<file path="src/rtl/sevenseg_scanner_if.sv">
// ---------------------------------------------------------------------------
// sevenseg_scanner_if
//
// Carries the display-update handshake from the CPU debug path into the
// seven-segment scanner.
//
// Signals:
//   upd_valid  master -> slave  update request
//   upd_ready  slave  -> master high when an update can be accepted
//   upd_sel    master -> slave  display selector (dispsel_t encoding, 3 bits)
//   upd_value  master -> slave  16-bit value to display
//
// Modports:
//   master  the update producer (CPU side / testbench driver)
//   slave   the scanner
// ---------------------------------------------------------------------------
interface sevenseg_scanner_if;
    logic        upd_valid;
    logic        upd_ready;
    logic [2:0]  upd_sel;
    logic [15:0] upd_value;

    modport master (
        output upd_valid,
        output upd_sel,
        output upd_value,
        input  upd_ready
    );

    modport slave (
        input  upd_valid,
        input  upd_sel,
        input  upd_value,
        output upd_ready
    );
endinterface

</file>
<file path="src/rtl/sevenseg_scanner.sv">
// ---------------------------------------------------------------------------
// sevenseg_scanner
//
// Multiplexed four-digit seven-segment display driver for the CPU debug
// display path. A (selector, value) update is accepted over a valid/ready
// handshake into a single pending slot and copied into the displayed
// registers only at a frame boundary, so a frame never mixes old and new
// digits. Digits are scanned with a prescaled counter; the first cycle of
// every digit slot is dark (all anodes off) to suppress ghosting.
//
// Parameters:
//   PRESCALE   clock cycles per digit slot (minimum 2)
//
// Ports:
//   clk         system clock
//   reset       synchronous, active-high reset
//   upd         sevenseg_scanner_if.slave: upd_valid/upd_ready/upd_sel/upd_value
//   seg_n[6:0]  segments {g,f,e,d,c,b,a}, active-low, registered
//   dp_n        decimal point, active-low, registered; lit on digit 0 while
//               an update is queued
//   an_n[3:0]   digit anodes, active-low, registered; bit 0 = rightmost digit
//   frame_done  one-cycle pulse in the last cycle of each frame
//
// Build option:
//   SEG_LEADING_ZERO_BLANK_EN  when defined, leading zero nibbles on digits
//                              3..1 are blanked in the 16-bit modes
//                              (CC, PC, ADDR). Digit 0 is always shown.
// ---------------------------------------------------------------------------
module sevenseg_scanner #(
    parameter int PRESCALE = 50000
) (
    input  logic                clk,
    input  logic                reset,
    sevenseg_scanner_if.slave   upd,
    output logic [6:0]          seg_n,
    output logic                dp_n,
    output logic [3:0]          an_n,
    output logic                frame_done
);

    typedef enum logic [2:0] {
        DISP_CC    = 3'd0,
        DISP_PC    = 3'd1,
        DISP_ADDR  = 3'd2,
        DISP_INSTR = 3'd3,
        DISP_X     = 3'd4,
        DISP_OP    = 3'd5,
        DISP_STATE = 3'd6,
        DISP_UNDEF = 3'd7
    } dispsel_t;

    localparam int              PW        = $clog2(PRESCALE);
    localparam logic [PW-1:0]   PCNT_LAST = PW'(PRESCALE - 1);

    localparam logic [6:0] G_BLANK = 7'h7F;
    localparam logic [6:0] G_DASH  = 7'h3F;
    localparam logic [6:0] G_I     = 7'h79;
    localparam logic [6:0] G_X     = 7'h09;
    localparam logic [6:0] G_O     = 7'h23;
    localparam logic [6:0] G_S     = 7'h12;

    if (PRESCALE < 2) begin : g_prescale_check
        $error("sevenseg_scanner: PRESCALE must be at least 2");
    end

    logic [PW-1:0] pcnt;
    logic [1:0]    digit;
    dispsel_t      active_sel;
    logic [15:0]   active_val;
    dispsel_t      pend_sel;
    logic [15:0]   pend_val;
    logic          pend_flag;

    logic          pcnt_last;
    logic          xfer;
    logic [3:0]    nibble;
    logic [6:0]    tag;
    logic          lz_blank;
    logic [6:0]    glyph;

    function automatic logic [6:0] hex_glyph(input logic [3:0] n);
        hex_glyph = G_BLANK;
        case (n)
            4'h0: hex_glyph = 7'h40;
            4'h1: hex_glyph = 7'h79;
            4'h2: hex_glyph = 7'h24;
            4'h3: hex_glyph = 7'h30;
            4'h4: hex_glyph = 7'h19;
            4'h5: hex_glyph = 7'h12;
            4'h6: hex_glyph = 7'h02;
            4'h7: hex_glyph = 7'h78;
            4'h8: hex_glyph = 7'h00;
            4'h9: hex_glyph = 7'h10;
            4'hA: hex_glyph = 7'h08;
            4'hB: hex_glyph = 7'h03;
            4'hC: hex_glyph = 7'h46;
            4'hD: hex_glyph = 7'h21;
            4'hE: hex_glyph = 7'h06;
            4'hF: hex_glyph = 7'h0E;
        endcase
    endfunction

    assign pcnt_last     = (pcnt == PCNT_LAST);
    assign frame_done    = pcnt_last && (digit == 2'd3);
    assign upd.upd_ready = !pend_flag;
    assign xfer          = upd.upd_valid && !pend_flag;

    // Refresh counters: pcnt walks through one digit slot, digit advances
    // on the last cycle of each slot.
    always_ff @(posedge clk) begin
        if (reset) begin
            pcnt  <= '0;
            digit <= 2'd0;
        end else if (pcnt_last) begin
            pcnt  <= '0;
            digit <= digit + 2'd1;
        end else begin
            pcnt  <= pcnt + 1'b1;
        end
    end

    // Single-entry update queue. While the slot is full ready is low, so a
    // transfer can never coincide with the boundary that drains the slot;
    // a transfer during a boundary with the slot empty therefore waits for
    // the following boundary.
    always_ff @(posedge clk) begin
        if (reset) begin
            active_sel <= DISP_CC;
            active_val <= 16'h0000;
            pend_sel   <= DISP_CC;
            pend_val   <= 16'h0000;
            pend_flag  <= 1'b0;
        end else if (frame_done && pend_flag) begin
            active_sel <= pend_sel;
            active_val <= pend_val;
            pend_flag  <= 1'b0;
        end else if (xfer) begin
            pend_sel   <= dispsel_t'(upd.upd_sel);
            pend_val   <= upd.upd_value;
            pend_flag  <= 1'b1;
        end
    end

    // Glyph for the digit currently being scanned.
    always_comb begin
        nibble   = 4'h0;
        tag      = G_I;
        lz_blank = 1'b0;
        glyph    = G_DASH;

        case (digit)
            2'd0: nibble = active_val[3:0];
            2'd1: nibble = active_val[7:4];
            2'd2: nibble = active_val[11:8];
            2'd3: nibble = active_val[15:12];
        endcase

        case (active_sel)
            DISP_X:     tag = G_X;
            DISP_OP:    tag = G_O;
            DISP_STATE: tag = G_S;
            default:    tag = G_I;
        endcase

`ifdef SEG_LEADING_ZERO_BLANK_EN
        // A digit is a leading zero when it and every digit to its left are zero.
        case (digit)
            2'd3:    lz_blank = (active_val[15:12] == 4'h0);
            2'd2:    lz_blank = (active_val[15:8]  == 8'h00);
            2'd1:    lz_blank = (active_val[15:4]  == 12'h000);
            default: lz_blank = 1'b0;
        endcase
`else
        lz_blank = 1'b0;
`endif

        case (active_sel)
            DISP_CC, DISP_PC, DISP_ADDR: begin
                glyph = lz_blank ? G_BLANK : hex_glyph(nibble);
            end
            DISP_INSTR, DISP_X, DISP_OP, DISP_STATE: begin
                if (digit == 2'd3) begin
                    glyph = tag;
                end else if (digit == 2'd2) begin
                    glyph = G_BLANK;
                end else begin
                    glyph = hex_glyph(nibble);
                end
            end
            default: glyph = G_DASH;
        endcase
    end

    // Registered pin drivers; the first cycle of each slot is forced dark.
    always_ff @(posedge clk) begin
        if (reset) begin
            seg_n <= G_BLANK;
            an_n  <= 4'hF;
            dp_n  <= 1'b1;
        end else if (pcnt == '0) begin
            seg_n <= G_BLANK;
            an_n  <= 4'hF;
            dp_n  <= 1'b1;
        end else begin
            seg_n <= glyph;
            an_n  <= ~(4'b0001 << digit);
            dp_n  <= !((digit == 2'd0) && pend_flag);
        end
    end

endmodule

</file>
<file path="src/flat_wrapper.sv">
// flat-port wrapper written by rule: the top's interface ports become plain ports
module sevenseg_scanner_flat 
#(
    parameter int PRESCALE = 50000
)
  (clk, reset, seg_n, dp_n, an_n, frame_done, upd_upd_valid, upd_upd_sel, upd_upd_value, upd_upd_ready);
  sevenseg_scanner_if upd_i ();
  input  logic clk;
  input  logic reset;
  output logic [6:0] seg_n;
  output logic dp_n;
  output logic [3:0] an_n;
  output logic frame_done;
  input wire logic [$bits(upd_i.upd_valid)-1:0] upd_upd_valid;
  input wire logic [$bits(upd_i.upd_sel)-1:0] upd_upd_sel;
  input wire logic [$bits(upd_i.upd_value)-1:0] upd_upd_value;
  output wire logic [$bits(upd_i.upd_ready)-1:0] upd_upd_ready;
  assign upd_i.upd_valid = upd_upd_valid;
  assign upd_i.upd_sel = upd_upd_sel;
  assign upd_i.upd_value = upd_upd_value;
  assign upd_upd_ready = upd_i.upd_ready;
  sevenseg_scanner #(.PRESCALE(PRESCALE)) u_core (.clk(clk), .reset(reset), .upd(upd_i), .seg_n(seg_n), .dp_n(dp_n), .an_n(an_n), .frame_done(frame_done));
endmodule
</file>
<file path="config.mk">
export PLATFORM = sky130hd
export DESIGN_NAME = sevenseg_scanner_flat
export DESIGN_NICKNAME = d
export VERILOG_FILES = /design/src/rtl/sevenseg_scanner_if.sv /design/src/rtl/sevenseg_scanner.sv /design/src/flat_wrapper.sv
export SDC_FILE = /design/constraint.sdc
export NUM_CORES = 1
export LEC_CHECK = 0
export CAP_MARGIN = 20
export CORE_ASPECT_RATIO = 0.5
export CORE_MARGIN = 2
export CORE_UTILIZATION = 40
export CTS_CLUSTER_DIAMETER = 120
export CTS_CLUSTER_SIZE = 28
export DETAILED_ROUTE_END_ITERATION = 10
export SYNTH_ARGS = -nofsm -noshare
export SYNTH_HDL_FRONTEND = slang
export SYNTH_SLANG_ARGS = --single-unit
</file>
<file path="constraint.sdc">
create_clock -name clk -period 3.58 [get_ports clk]
set_clock_uncertainty 0.05 [all_clocks]
set_input_delay 0.716 -clock clk [delete_from_list [all_inputs] [get_ports clk]]
set_output_delay 0.716 -clock clk [all_outputs]
set_load 0.05 [all_outputs]
</file>
==> flow_metrics.py, run 1 <==
metrics = {
    "cells_and_area": {
        "n_antenna_cell": 0,
        "utilization_pct": 51.5,
        "post_route_cells_drive_above_1_share_pct": 7.21,
        "final-seq-area_um2": 1380,
        "fin_cells": 524,
        "fin_nets": 446,
        "fillerInstances": 714,
        "layout_commonest_cell": "nand2_1",
        "area_growth_pct": 22.5,
        "final_cell_mix": "nand2_1, dfxtp_1, a21oi_1",
        "multi_input_area_um2": 1590,
    },
    "power_and_ir_drop": {
        "power_density_nw_per_um2": 486,
        "power.leakage_nw": 1.36,
        "p_total_mw": 1.87,
        "ir_worst_vdd_v": 0.000239,
    },
    "logic_synthesis": {
        "synth_top_family_by_area": "simple AND/OR/NAND/NOR gates",
        "netlist_area_um2": 3140,
        "ys_warn_count": 0,
        "async_reset_ff_share_pct": 0,
        "synth_edf_count": 0,
        "yosysTopAreaCellShare_pct": 44.1,
        "synth_compound_area_share_pct": 15.3,
        "synth_area_leader_cell": "dfxtp_1",
        "yosys.area_share.adder_pct": 5.51,
        "syn_avg_cell_area_um2": 8.17,
        "synth_seq_area_share_pct": 44.1,
        "yosys.area_share.simple_pct": 23.2,
        "dominantRegCellSynth": "dfxtp_1",
        "ys_seq_elements": 69,
        "synth_cell_types": 52,
        "synthCells": 384,
        "synth_nets": 419,
        "synth.area.mux_share_pct": 2.67,
        "synthTopCellsByArea": "dfxtp_1, nand2_1, a21oi_1",
        "synth-xor-area-share_pct": 3.91,
    },
    "critical_path": {
        "crit_path_end_kind": "primary output",
        "cp_cell_sequence": "ha_1, nand3_1, nor4_1, and3_1, clkdlybuf4s50_1",
        "crit_family": "buffers and inverters",
        "start_kind": "register",
        "max_stage_delay_ns": 0.79,
        "crit_buf_inv": 1,
        "critPathMaxFanout": 4,
        "worstPathRequired_ns": 2.81,
        "cp_slowest_cell": "clkdlybuf4s50_1",
        "crit_arrival_ns": 2.47,
        "critPathKind": "register to primary output",
    },
    "place": {
        "place_congestion": 0.861,
        "dp.cells": 508,
        "io_buffers": 35,
        "dp_hpwl_mm": 4.97,
    },
    "timing": {
        "worst_pin_slew_ns": 0.966,
        "max_freq_mhz": 309,
        "period_share_pct": 90.4,
        "slew_violations": 0,
        "final.min_clock_period_ns": 3.24,
        "slew_headroom_pct": 33.8,
        "setup_viol": 0,
        "fin_setup_tns_ns": 0,
        "hold_violations": 0,
        "whs_ns": 0.405,
        "rsz0062_at_grt": "no",
    },
    "cts": {
        "root_buffer": "clkbuf_16",
        "cts_tree": "yes",
        "cts_resized": 0,
        "cts_buffer_depth": 2,
        "ctsHoldBuffers": 0,
        "numCtsBuffers": 9,
        "path_clk_slew_ns": 0.05,
        "clkSinkCount": 69,
        "h-tree-depth": 3,
        "postCtsSetupRepairBufs": 0,
        "clk_latency_ns": 0.33,
    },
    "routing": {
        "first_pass_iters": 4,
        "wl_mm": 6.73,
        "ant_nets": 0,
        "vias": 2594,
        "vias_per_cell": 4.95,
        "drtIter0Drc": 213,
        "drc": 0,
        "post_drt_wl_per_cell_um": 12.8,
    },
    "global_route": {
        "grt_pass1_vias": 2396,
        "grt_pass1_wl_mm": 11.2,
        "antenna_found_initial": 0,
        "grt_max_degree": 45,
        "grt_use_total_pct": 17.1,
        "grt_overflow_total": 0,
    },
    "job": {
        "maxCapViolCount": 0,
    },
    "die": {
        "ioPinCount": 36,
        "die_area_um2": 8610,
        "placementRows": 22,
        "fp.dieH_um": 66.6,
        "die_x_um": 129,
        "core_um2": 7460,
        "start_util_pct": 42.0,
    },
    "min_path": {
        "hold_path_class": "register to register",
    },
    "run_status": {
        "status": "finished clean",
    },
}
==> sequential cells by signal, summed over array words and instances, names as in the netlist <==
signal and flops:
u_core.active_sel 3, u_core.pend_val 16, u_core.seg_n 7, u_core.pcnt 16, u_core.an_n 4, u_core.digit 2
u_core.dp_n 1, u_core.pend_flag 1, u_core.pend_sel 3, u_core.active_val 16
==> per-stage QoR <==
step | cell area, µm² | setup slack (ns)
6_report | 3840 | 0.344
5_1_grt | 3840 | 0.187
4_1_cts | 3840 | 0.326
3_5_place_dp | 3530 | 0.528
3_3_place_gp | 3530 | 0.678
2_1_floorplan | 3140 | 0.914
==> tightest hold or removal path: cells and delay by family, from the launching register on <==
kind	cells	cell delay (ns)
flops	1	0.31
simple gates	1	0.05
compound gates	1	0.05
==> layout make-up <==
| cell class | count | area share [%] |
|---|---|---|
| clock buffers | 12 | 6.16 |
| clock inverters | 4 | 1.89 |
| inverters | 15 | 1.47 |
| multi-input cells | 278 | 41.3 |
| flip-flops and latches | 69 | 36.0 |
| well taps | 108 | 3.52 |
| repair buffers | 38 | 9.71 |
==> routing by layer <==
layer | vias to the layer above | global-route usage (%) | part of all wire (%)
met5 | - | 0 | 0
met4 | 0 | 6.52 | 1.3
met3 | 10 | 6.43 | 4.0
met2 | 29 | 25.7 | 43
met1 | 1199 | 22.3 | 52
li1 | 1356 | - | -
==> final timing paths <==
check	from	end	slack, ns	cells past startpoint
worst max-delay path	u_core.pcnt[0]	frame_done	0.34	5
worst min-delay path	u_core.pend_val[9]	u_core.pend_val[9]	0.41	2
worst max register to register	u_core.digit[0]	u_core.seg_n[3]	0.49	9
worst min register to register	u_core.pend_val[9]	u_core.pend_val[9]	0.41	2
==> report_power, final <==
group	internal [mW]	switching, mW	total [mW]
Sequential	0.795	0.0131	0.808
Combinational	0.0579	0.0855	0.143
Clock	0.608	0.309	0.917
Total	1.46	0.408	1.87
==> logic make-up after synthesis <==
group | after synthesis
buffers and inverters | 37
xor gates and xnor gates | 14
AOI/OAI and AO/OA | 79
and+or+nand+nor | 164
muxes | 7
DFF | 69
adders and majority gates | 14
==> synth_stat cells, types with 3 or more instances <==
cell / n
or3_1: 4
a21oi_1: 45
nor3_1: 5
xor2_1: 7
dfxtp_1: 69
nand4_1: 4
a222oi_1: 4
xnor2_1: 7
nor2_1: 29
inv_1: 15
o21ai_0: 9
mux2i_1: 5
or2_2: 3
buf_2: 8
nand2_1: 98
nand3_1: 8
clkbuf_1: 9
ha_1: 13
Power figures use the tool's default switching activity.
==> run 2: changes to the inputs <==
PLACE_DENSITY_LB_ADDON = 0.05   (was default)
==> run 2 against run 1 <==
Against the previous run:
- worst hold slack got worse by 0.0029 ns
- first-iteration DRC count rose by 7.5%
- non-clock buffer count unchanged
- combinational power about the same
- sequential power is essentially flat
- die area is the same
- worst setup slack lost 0.0029 ns
- sequential cell count did not move
- clock power shrank 0.9%
- clock-buffer cell count is 1 higher
- critical endpoint unchanged
- largest cell class unchanged
==> flow_metrics.py, run 2 (synthesized netlist as in run 1, its figures left out) <==
metrics = {
    "die": {
        "start_util_pct": 42.0,
        "die_x_um": 129,
        "ioPinCount": 36,
        "core_um2": 7460,
        "fp.dieH_um": 66.6,
        "placementRows": 22,
        "die_area_um2": 8610,
    },
    "place": {
        "place_congestion": 0.797,
        "dp_hpwl_mm": 5.01,
        "io_buffers": 35,
    },
    "global_route": {
        "grt_pass1_wl_mm": 12.0,
        "antenna_found_initial": 0,
        "grt_overflow_total": 0,
        "grt_pass1_vias": 2445,
        "grt_use_total_pct": 18.2,
        "grt_max_degree": 45,
    },
    "cts": {
        "cts_resized": 0,
        "clkSinkCount": 69,
        "root_buffer": "clkbuf_16",
        "path_clk_slew_ns": 0.05,
        "cts_tree": "yes",
        "h-tree-depth": 3,
        "clk_latency_ns": 0.33,
        "numCtsBuffers": 9,
        "cts_buffer_depth": 2,
        "postCtsSetupRepairBufs": 0,
        "ctsHoldBuffers": 0,
    },
    "cells_and_area": {
        "reg.largest.list": "u_core.active_val: 16 flops, u_core.pcnt: 16 flops, u_core.pend_val: 16 flops",
        "final_cell_mix": "nand2_1, dfxtp_1, a21oi_1",
        "fin_nets": 446,
        "area_growth_pct": 22.6,
        "post_route_cells_drive_above_1_share_pct": 7.69,
        "layout_commonest_cell": "nand2_1",
        "n_antenna_cell": 0,
        "fillerInstances": 706,
    },
    "critical_path": {
        "crit_family": "simple AND/OR/NAND/NOR gates",
        "cp_cell_sequence": "nor4_2, nand2_1, nor4_1, and3_1, clkdlybuf4s50_1",
        "crit_path_end_kind": "primary output",
        "max_stage_delay_ns": 0.80,
        "cp_slowest_cell": "clkdlybuf4s50_1",
        "worstPathRequired_ns": 2.81,
        "crit_buf_inv": 1,
        "r2r-start": "u_core.digit[0]",
        "crit_arrival_ns": 2.47,
        "critPathMaxFanout": 4,
        "crit_start": "u_core.pcnt[10]",
        "start_kind": "register",
        "critPathKind": "register to primary output",
    },
    "timing": {
        "hold_violations": 0,
        "worst_pin_slew_ns": 0.913,
        "slew_violations": 0,
        "whs_ns": 0.403,
        "final.min_clock_period_ns": 3.24,
        "slew_headroom_pct": 37.4,
        "rsz0062_at_grt": "no",
        "max_freq_mhz": 309,
        "period_share_pct": 90.5,
        "setup_viol": 0,
        "fin_setup_tns_ns": 0,
    },
    "power_and_ir_drop": {
        "power.leakage_nw": 1.36,
        "ir_worst_vdd_v": 0.000241,
        "power_density_nw_per_um2": 484,
    },
    "run_status": {
        "status": "finished clean",
    },
    "routing": {
        "post_drt_wl_per_cell_um": 13.4,
        "wl_mm": 7.02,
        "vias_per_cell": 4.95,
        "drtIter0Drc": 229,
        "vias": 2592,
        "first_pass_iters": 4,
        "drc": 0,
        "ant_nets": 0,
    },
    "min_path": {
        "hold_path_class": "register to register",
        "hold_start": "u_core.pend_sel[0]",
    },
    "job": {
        "maxCapViolCount": 0,
    },
}
## run 2: power by group
part / leakage, nW / internal (mW) / total, mW / switching [mW]
Combinational: 0.650 / 0.0578 / 0.145 / 0.0870
Sequential: 0.562 / 0.794 / 0.807 / 0.0123
Clock: 0.152 / 0.595 / 0.909 / 0.314
## run 2: final cells by class
cell class,instances,area (µm²),area share (%)
Clock buffer,13,270,7.03
Clock inverter,3,42.5,1.11
Inverter,15,56.3,1.46
Multi-Input combinational cell,278,1590,41.3
Sequential cell,69,1380,35.9
Tap cell,108,135,3.51
Timing Repair Buffer,38,373,9.70
## run 2: per-layer routing
layer | vias up | global-route usage (%) | share of wire [%]
li1 | 1350 | - | -
met1 | 1189 | 25.4 | 50
met2 | 44 | 26.6 | 43
met3 | 9 | 5.38 | 5.3
met4 | 0 | 6.25 | 1.1
met5 | - | 0 | 0
## run 2: worst min-delay path, stage by stage (launching register included)
cell and delay (ns):
dfxtp_1 0.30, nand2_1 0.05, a21oi_1 0.05
## run 2: through the flow
| step | setup WS (ns) | area, µm² | power [mW] | cells | utilization, % |
|---|---|---|---|---|---|
| 6_report | 0.342 | 3840 | 1.86 | 524 | 51.5 |
| 4_1_cts | 0.327 | 3840 | 1.88 | 524 | 51.5 |
| 5_1_grt | 0.151 | 3840 | 1.93 | 524 | 51.5 |
| 2_1_floorplan | 0.914 | 3140 | 0.909 | 384 | - |
| 3_3_place_gp | 0.669 | 3530 | 0.968 | 508 | 47.3 |
| 3_5_place_dp | 0.487 | 3530 | 0.969 | 508 | 47.3 |
## run 2: final timing paths
path	endpoint	slack (ns)	cells after the start
max	frame_done	0.34	5
min	u_core.pend_sel[0]	0.40	2
max reg2reg	u_core.seg_n[3]	0.49	9
min reg2reg	u_core.pend_sel[0]	0.40	2
==> RTL change, RTL diff (flow settings as in run 1) <==
`PRESCALE` is set to 50000 in 2 places; all go to 100000.
--- a/src/rtl/sevenseg_scanner.sv
+++ b/src/rtl/sevenseg_scanner.sv
@@ -29,3 +29,3 @@
 module sevenseg_scanner #(
-    parameter int PRESCALE = 50000
+    parameter int PRESCALE = 100000
 ) (
--- a/src/flat_wrapper.sv
+++ b/src/flat_wrapper.sv
@@ -3,3 +3,3 @@
 #(
-    parameter int PRESCALE = 50000
+    parameter int PRESCALE = 100000
 )
Formal check against the unedited RTL: same outputs for any inputs over 10 cycles, from zero or initial values and one cycle with reset high; that may be too few to reach the edited logic, so the function may still have changed.
==> RTL change against run 1 <==
- critical path type unchanged
- global-route usage grew 0.35 points
- critical endpoint unchanged
- design area grew 1.1%
- sequential power grew 1%
- sequential cell count grew 1
- power grew 2.7%
- highest routed layer unchanged
- worst setup slack lost 0.13 ns
- utilization grew 0.57 points
- wire length is the same
- synthesized area is essentially flat
==> RTL change: results (changes against run 1) <==
qor: detailed_routing.routed_via_density 4.989 [+0.77%]
qor: setup_path.critical_path_arrival 2.60 ns [+0.13 ns]
qor: power_and_ir_drop.leakage_power_of_the_design 1.364 nW [+0.33%]
qor: status.outcome completed
qor: grt.grt_start_max_net_pins 44 [-2.2%]
qor: finish.instances_no_fill 531 [+1.3%]
qor: detailed_routing.drt-wirelength-per-cell 12.68 µm [-1.3%]
qor: synth.synth_fp_nets 420 [+0.24%]
qor: grt.grt.total_usage 17.44% [+0.35 points]
qor: power_and_ir_drop.p_sw_share 21.58% [-0.23 points]
qor: synth.synth.area.top_cells sky130_fd_sc_hd__dfxtp_1 (45%), sky130_fd_sc_hd__nand2_1 (12%), sky130_fd_sc_hd__a21oi_1 (7.2%), sky130_fd_sc_hd__ha_1 (4.4%), sky130_fd_sc_hd__nor2_1 (3.4%)
qor: finish.fillCellCount 733 [+2.7%]
qor: place.place.gp.congestion 0.8510 [-1.1%]
qor: grt.grt_util_met3 6.185% [-0.24 points]
qor: setup_path.crit_path_max_fanout 5 [+1]
qor: detailed_routing.wirelength_met1 3.316 mm [-5.6%]
qor: grt.grt_use_met1 21.42% [-0.88 points]
qor: synth.syn-mean-instance-area 8.105 µm² [-0.74%]
qor: place.dp_worst_setup_slack 0.5832 ns [+0.05513 ns]
qor: detailed_routing.wl_met2 3.013 mm [+5.3%]
qor: synth.yosys-top-cells-count sky130_fd_sc_hd__nand2_1 (99), sky130_fd_sc_hd__dfxtp_1 (70), sky130_fd_sc_hd__a21oi_1 (45), sky130_fd_sc_hd__nor2_1 (28)
qor: synth.synth_fa_ha_area_share 4.388% [-1.1 points]
qor: finish.regArea 0.001401 mm² [+1.4%]
qor: setup_path.timing.reg2reg.setup_slack 0.63 ns [+0.14 ns]
qor: grt.first_global_vias 2526 [+5.4%]
qor: finish.top_registers u_core.pcnt x17, u_core.active_val x16, u_core.pend_val x16
qor: place.placed_instance_area 0.003550 mm² [+0.50%]
qor: power_and_ir_drop.vdd_drop_max 215.4 µV [-9.9%]
## RTL change: cell count changes after synthesis, sizes merged, moves of 3 or more
cell,change
buf,-7
clkbuf,+4
mux2,+3
nand3,+3
nor3,+3
o22ai,+7
## RTL change: cell type report
| class | instances | area share [%] |
|---|---|---|
| flip-flops and latches | 70 | 36.08 |
| repair buffers | 39 | 9.794 |
| well taps | 108 | 3.479 |
| inverters | 14 | 1.353 |
| clock inverters | 5 | 2.094 |
| multi-input cells | 284 | 40.69 |
| clock buffers | 11 | 6.508 |
## RTL change: critical path, cell delays in order, from the launching register on
cell,delay (ns)
sky130_fd_sc_hd__dfxtp_1,0.41
sky130_fd_sc_hd__ha_1,0.23
sky130_fd_sc_hd__and4_4,0.26
sky130_fd_sc_hd__nand2_4,0.07
sky130_fd_sc_hd__nor4_4,0.32
sky130_fd_sc_hd__and2_2,0.18
sky130_fd_sc_hd__clkdlybuf4s50_1,0.80
## RTL change: worst min-delay path by stage
| stage | startpoint | slack [ns] | cells after the start | endpoint |
|---|---|---|---|---|
| final | u_core.pend_val[15] | 0.40 | 2 | u_core.active_val[15] |
| after global routing | u_core.pend_val[4] | 0.42 | 2 | u_core.pend_val[4] |
| after CTS | u_core.pend_val[13] | 0.40 | 2 | u_core.active_val[13] |
| after detailed placement | u_core.pend_val[13] | 0.39 | 2 | u_core.active_val[13] |
| after global placement | u_core.pend_val[2] | 0.39 | 2 | u_core.active_val[2] |
| after floorplan | u_core.pend_flag | 0.38 | 1 | u_core.dp_n |
## RTL change: power groups by stage
stage	combinational, mW	clock, mW	sequential, mW
2_1_floorplan	0.0496	0	0.865
3_3_place_gp	0.135	0	0.833
3_5_place_dp	0.136	0	0.834
4_1_cts	0.136	0.990	0.818
5_1_grt	0.147	1.03	0.821
6_report	0.135	0.967	0.818
